File: config.mk
export PLATFORM = sky130hd
export DESIGN_NAME = rpn_stack_ctrl
export DESIGN_NICKNAME = d
export VERILOG_FILES = /design/src/rtl/rpn_stack_ctrl.sv
export SDC_FILE = /design/constraint.sdc
export NUM_CORES = 1
export LEC_CHECK = 0
export ABC_AREA = 1
export CAP_MARGIN = 20
export CORE_ASPECT_RATIO = 0.6
export CORE_MARGIN = 2
export CORE_UTILIZATION = 54
export DETAILED_ROUTE_END_ITERATION = 16
export HOLD_SLACK_MARGIN = 0.02
export PLACE_DENSITY = 0.9
export SKIP_LAST_GASP = 1
export SLEW_MARGIN = 20
export SYNTH_ARGS = -nofsm -noshare
export SYNTH_HDL_FRONTEND = slang
export SYNTH_SLANG_ARGS = --single-unit
export TNS_END_PERCENT = 50
File: constraint.sdc
create_clock -name clk_i -period 3.75 [get_ports clk_i]
set_clock_uncertainty 0.15 [all_clocks]
set_input_delay 0.75 -clock clk_i [delete_from_list [all_inputs] [get_ports clk_i]]
set_output_delay 0.75 -clock clk_i [all_outputs]
set_load 0.02 [all_outputs]
File: src/rtl/rpn_stack_ctrl.sv
// rpn_stack_ctrl: postfix (RPN) token sequencer and sole master of an external
// WIDTH-bit stack. Operands are pushed, binary operators pop b then a and push
// the result, RESULT pops the top entry onto the result port. The controller
// tracks occupancy so that overflow/underflow never reaches the stack.
// Every output is a register loaded from the next-state decode, so a strobe
// is visible during the cycle in which the FSM sits in the matching state.
module rpn_stack_ctrl #(
    parameter int  WIDTH = 16,
    parameter int  DEPTH = 8,
    localparam int DW    = $clog2(DEPTH + 1)
) (
    input  logic             clk_i,
    input  logic             reset_i,
    input  logic             tok_valid_i,
    output logic             tok_ready_o,
    input  logic             tok_is_op_i,
    input  logic [WIDTH-1:0] tok_data_i,
    output logic             stk_push_o,
    output logic             stk_pop_o,
    output logic [WIDTH-1:0] stk_value_in_o,
    input  logic [WIDTH-1:0] stk_value_out_i,
    output logic             res_valid_o,
    output logic [WIDTH-1:0] res_data_o,
    output logic [DW-1:0]    depth_o,
    output logic [2:0]       err_o
);

    localparam logic [2:0] OP_ADD    = 3'd0;
    localparam logic [2:0] OP_SUB    = 3'd1;
    localparam logic [2:0] OP_AND    = 3'd2;
    localparam logic [2:0] OP_OR     = 3'd3;
    localparam logic [2:0] OP_XOR    = 3'd4;
    localparam logic [2:0] OP_RESULT = 3'd5;

    typedef enum logic [2:0] {
        S_IDLE   = 3'd0,
        S_PUSH_V = 3'd1,
        S_POP_B  = 3'd2,
        S_CAP_B  = 3'd3,
        S_POP_A  = 3'd4,
        S_CAP_A  = 3'd5,
        S_PUSH_R = 3'd6,
        S_EMIT   = 3'd7
    } state_t;

    state_t           state_q, state_d;
    logic [2:0]       op_q, op_d;
    logic [WIDTH-1:0] b_q, b_d;
    logic [WIDTH-1:0] value_in_q, value_in_d;
    logic [WIDTH-1:0] res_data_q, res_data_d;
    logic             res_valid_q, res_valid_d;
    logic             push_q, push_d;
    logic             pop_q, pop_d;
    logic             ready_q, ready_d;
    logic [DW-1:0]    depth_q, depth_d;
    logic [2:0]       err_q, err_d;
    logic             accept_s;

    // Binary operator datapath; a is the deeper entry, b the former top.
    function automatic logic [WIDTH-1:0] alu(input logic [2:0] op,
                                             input logic [WIDTH-1:0] a,
                                             input logic [WIDTH-1:0] b);
        logic [WIDTH-1:0] r;
        case (op)
            OP_ADD:  r = a + b;
            OP_SUB:  r = a - b;
            OP_AND:  r = a & b;
            OP_OR:   r = a | b;
            OP_XOR:  r = a ^ b;
            default: r = {WIDTH{1'b0}};
        endcase
        return r;
    endfunction

    assign accept_s = tok_valid_i & ready_q;

    // Next-state, depth/error bookkeeping and registered-output decode.
    always_comb begin
        state_d     = state_q;
        op_d        = op_q;
        b_d         = b_q;
        value_in_d  = value_in_q;
        res_data_d  = res_data_q;
        res_valid_d = 1'b0;
        depth_d     = depth_q;
        err_d       = err_q;
        case (state_q)
            S_IDLE: begin
                if (accept_s) begin
                    if (!tok_is_op_i) begin
                        if (depth_q < DW'(DEPTH)) begin
                            state_d    = S_PUSH_V;
                            value_in_d = tok_data_i;
                            depth_d    = depth_q + DW'(1);
                        end else begin
                            err_d[1] = 1'b1;
                        end
                    end else if (tok_data_i[2:0] > OP_RESULT) begin
                        err_d[2] = 1'b1;
                    end else if ((tok_data_i[2:0] == OP_RESULT) ? (depth_q >= DW'(1))
                                                                : (depth_q >= DW'(2))) begin
                        state_d = S_POP_B;
                        op_d    = tok_data_i[2:0];
                        depth_d = depth_q - DW'(1);
                    end else begin
                        err_d[0] = 1'b1;
                    end
                end else begin
                    state_d = S_IDLE;
                end
            end
            S_PUSH_V: state_d = S_IDLE;
            S_POP_B:  state_d = S_CAP_B;
            S_CAP_B: begin
                b_d = stk_value_out_i;
                if (op_q == OP_RESULT) begin
                    state_d     = S_EMIT;
                    res_data_d  = stk_value_out_i;
                    res_valid_d = 1'b1;
                end else begin
                    state_d = S_POP_A;
                    depth_d = depth_q - DW'(1);
                end
            end
            S_POP_A:  state_d = S_CAP_A;
            S_CAP_A: begin
                state_d    = S_PUSH_R;
                value_in_d = alu(op_q, stk_value_out_i, b_q);
                depth_d    = depth_q + DW'(1);
            end
            S_PUSH_R: state_d = S_IDLE;
            S_EMIT:   state_d = S_IDLE;
            default:  state_d = S_IDLE;
        endcase
        push_d  = (state_d == S_PUSH_V) || (state_d == S_PUSH_R);
        pop_d   = (state_d == S_POP_B) || (state_d == S_POP_A);
        ready_d = (state_d == S_IDLE);
    end

    // State and output registers with synchronous reset.
    always_ff @(posedge clk_i) begin
        if (reset_i) begin
            state_q     <= S_IDLE;
            op_q        <= 3'd0;
            b_q         <= {WIDTH{1'b0}};
            value_in_q  <= {WIDTH{1'b0}};
            res_data_q  <= {WIDTH{1'b0}};
            res_valid_q <= 1'b0;
            push_q      <= 1'b0;
            pop_q       <= 1'b0;
            ready_q     <= 1'b0;
            depth_q     <= {DW{1'b0}};
            err_q       <= 3'b000;
        end else begin
            state_q     <= state_d;
            op_q        <= op_d;
            b_q         <= b_d;
            value_in_q  <= value_in_d;
            res_data_q  <= res_data_d;
            res_valid_q <= res_valid_d;
            push_q      <= push_d;
            pop_q       <= pop_d;
            ready_q     <= ready_d;
            depth_q     <= depth_d;
            err_q       <= err_d;
        end
    end

    assign tok_ready_o    = ready_q;
    assign stk_push_o     = push_q;
    assign stk_pop_o      = pop_q;
    assign stk_value_in_o = value_in_q;
    assign res_valid_o    = res_valid_q;
    assign res_data_o     = res_data_q;
    assign depth_o        = depth_q;
    assign err_o          = err_q;

endmodule

==> impl_metrics.yaml <==
die:
  core_mm2: 0.00846
  pin_count: 79
  die_y_um: 76.2
  die_area_mm2: 0.00947
  start_util: 0.554
  num_rows: 26
  die_x_um: 124
route:
  firstDrtPassIters: 5
  wire_per_inst_um: 17.8
  drt-initial-drc-count: 639
  vias: 5110
  ant_nets: 0
  postRouteWirelength_um: 15100
  route.detailed.drc: 0
  avgViaCountPerCell: 6.02
placed_design:
  place_ws_ns: 0.480
  port_buffers: 78
  gp_congestion: 1.11
  post-dp-hpwl_um: 10800
power:
  p_per_area_mw_per_mm2: 565
  peakVddDrop_mv: 0.293
  p_leak_nw: 2.57
finish:
  n_antenna_cell: 0
  drive_gt1_frac: 0.0733
  fin_util: 0.689
  nNetsFinal: 821
  syn_to_final_growth_pct: 24.4
clock_network:
  cts.reportedPaths.clkPinSlew_ns: 0.06
  post_cts_buffers: 0
  numCtsBuffers: 9
  cts_hold_buf: 0
  clock_sinks: 65
  cts_resized: 0
  cts_buffer_depth: 2
  cts_tree: "built"
  root_buffer: "clkbuf_16"
  clk_latency_ns: 0.34
  cts_max_level: 3
sta:
  tightest_slew_ns: 0.823
  min_period_over_period: 0.919
  setup_viol: 0
  maxClockFrequency_mhz: 290
  slew_headroom: 0.450
  finalMaxSlewViolations: 0
  hold_viol_final: 0
  rsz0062_at_grt: "no"
  layout_min_cycle_time_ns: 3.45
  setup_slack_ns: 0.305
  tns_ns: 0
yosys:
  yosysUniqueCellTypes: 41
  synth_area_mm2: 0.00469
  yosys_warnings: 0
  synth_edf_count: 0
  syn_avg_cell_area_um2: 7.09
  yosysSeqAreaShare: 0.278
  syn_nets: 749
  async_flop_share: 0
  syn_inst: 661
  synth-main-ff-cell: "dfxtp_1"
  ys_seq_elements: 65
grt:
  grt_max_degree: 34
  grt-ovfl-total: 0
  grt_use_total: 0.315
  grt_pass1_vias: 4748
  antenna_found_initial: 0
  grt_pass1_wl_um: 24000
worst_setup_path:
  startpoint_type: "flip-flop"
  crit_type: "flip-flop to flip-flop"
  path_max_fanout: 5
  critPathSlowestCell: "o31ai_2"
  cp-end-kind: "flip-flop"
  worst_ep_arrival_time_ns: 3.57
  crit_chain: "inv_1 > ha_1 > inv_1 > nor2_1 > nand3_1 > o31ai_2 > o211ai_1 > xor2_1 > ha_1 > nand2_1 > nor2_1 > nand3_1 > nand3b_1 > nand3_1 > nand2_1 > nand2_1 > a21oi_1"
  worst_ep_required_time_ns: 3.87
  critPathTopFamily: "simple AND/OR/NAND/NOR gates"
  cp_num_buf_inv: 2
  slowest_delay_ns: 0.39
run:
  cap_violations: 0
hold_path:
  hold_class: "flip-flop to flip-flop"
outcome:
  status: "completed"
## cells by family (layout without fill, tap and decap cells)
logic type	after synthesis	after routing	synth area share
AND/OR/NAND/NOR	227	227	0.225
AO/OA/AOI/OAI	191	191	0.228
buffers and inverters	107	183	0.0929
flip-flops	65	65	0.278
adder cells (fa/ha/maj)	52	52	0.140
XOR/XNOR	18	18	0.0336
multiplexers	1	1	0.00214
## worst reg2reg max path, delay by kind of cell (launching register included)
kind | cells | cell delay [ns]
adder cells (fa/ha/maj) | 2 | 0.56
flip-flops | 1 | 0.31
XOR/XNOR | 1 | 0.19
buffers and inverters | 2 | 0.19
AO/OA/AOI/OAI | 3 | 0.75
AND/OR/NAND/NOR | 9 | 1.23
## cells in the final DEF, fill, tap and decap left out, types with 3 or more instances in the layout
| cell type | synthesis | layout |
|---|---|---|
| o21ai_2 | 3 | 3 |
| nand3_1 | 35 | 35 |
| o2111ai_1 | 3 | 3 |
| o21ai_0 | 53 | 53 |
| ha_1 | 51 | 51 |
| clkdlybuf4s50_1 | 0 | 78 |
| nand3_2 | 3 | 3 |
| nand2_1 | 116 | 116 |
| a221oi_1 | 9 | 9 |
| o21ai_1 | 17 | 17 |
| nor2_2 | 3 | 3 |
| or2_2 | 3 | 3 |
| clkbuf_16 | 0 | 9 |
| nand2_4 | 5 | 5 |
| xor2_1 | 16 | 16 |
| inv_2 | 6 | 6 |
| inv_1 | 78 | 78 |
| nor3_1 | 5 | 5 |
| a21oi_1 | 91 | 91 |
| o211ai_1 | 3 | 3 |
| dfxtp_1 | 65 | 65 |
| buf_4 | 0 | 5 |
| nor3_2 | 3 | 3 |
| nor2_1 | 45 | 45 |
| nand3b_1 | 3 | 3 |
## per-layer routing
| layer | track usage | vias to the layer above | wire (µm) |
|---|---|---|---|
| li1 | - | 2349 | - |
| met1 | 0.418 | 2371 | 6530 |
| met2 | 0.499 | 322 | 6660 |
| met3 | 0.0695 | 68 | 1350 |
| met4 | 0.128 | 0 | 577 |
| met5 | 0 | - | 0 |
## sequential cells by signal (all words and copies together), names as in the netlist
name	flops
stk_push_o	1
stk_pop_o	1
b_q	16
tok_ready_o	1
depth_o	4
err_o	3
res_data_o	16
res_valid_o	1
state_q	3
op_q	3
stk_value_in_o	16
## final cells by class
class	count	area [µm²]
clock buffer	13	260
clock inverter	2	37.5
fill	677	2630
inverter	85	322
multi-input combinational	489	2950
sequential	65	1300
tap	112	140
timing repair buffer	83	818
## cell usage after synthesis (2+ instances only)
cell       count  share of area
nand2_1      116          0.093
a21oi_1       91          0.097
inv_1         78          0.062
dfxtp_1       65           0.28
o21ai_0       53          0.057
ha_1          51           0.14
nor2_1        45          0.036
nand3_1       35          0.037
o21ai_1       17          0.018
xor2_1        16          0.030
clkbuf_1      12         0.0096
a221oi_1       9          0.017
buf_2          7         0.0075
inv_2          6         0.0048
nand2_4        5          0.012
nor3_1         5         0.0053
buf_6          3         0.0072
nand3_2        3         0.0064
nand3b_1       3         0.0048
nor2_2         3         0.0040
nor3_2         3         0.0064
o2111ai_1      3         0.0056
o211ai_1       3         0.0048
o21ai_2        3         0.0056
or2_2          3         0.0040
a21boi_0       2         0.0032
a31oi_1        2         0.0027
nor2_4         2         0.0048
nor3_4         2         0.0069
o21a_1         2         0.0032
o21bai_1       2         0.0032
xnor2_1        2         0.0037
## metrics by stage
step / total power [mW] / std cells / hold WS (ns) / area, µm²
2_1_floorplan: 1.89 / 661 / 0.327 / 4690
3_3_place_gp: 2.30 / 834 / 0.304 / 5530
3_5_place_dp: 2.37 / 834 / 0.319 / 5530
4_1_cts: 3.25 / 849 / 0.331 / 5830
5_1_grt: 3.46 / 849 / 0.380 / 5830
6_report: 3.30 / 849 / 0.334 / 5830
## worst paths after layout
check / slack [ns] / cells after the start / endpoint / from
worst max register to register: 0.30 / 17 / stk_value_in_o[13] / b_q[1]
worst max-delay path: 0.30 / 17 / stk_value_in_o[13] / b_q[1]
worst min-delay path: 0.33 / 2 / err_o[1] / err_o[1]
worst min register to register: 0.33 / 2 / err_o[1] / err_o[1]
## power by group
group / switching [mW] / internal [mW]
sequential: 0.0979 / 0.809
combinational: 0.953 / 0.571
clock: 0.319 / 0.548
total: 1.37 / 1.93
No activity file was read; power rests on OpenSTA's default activity.
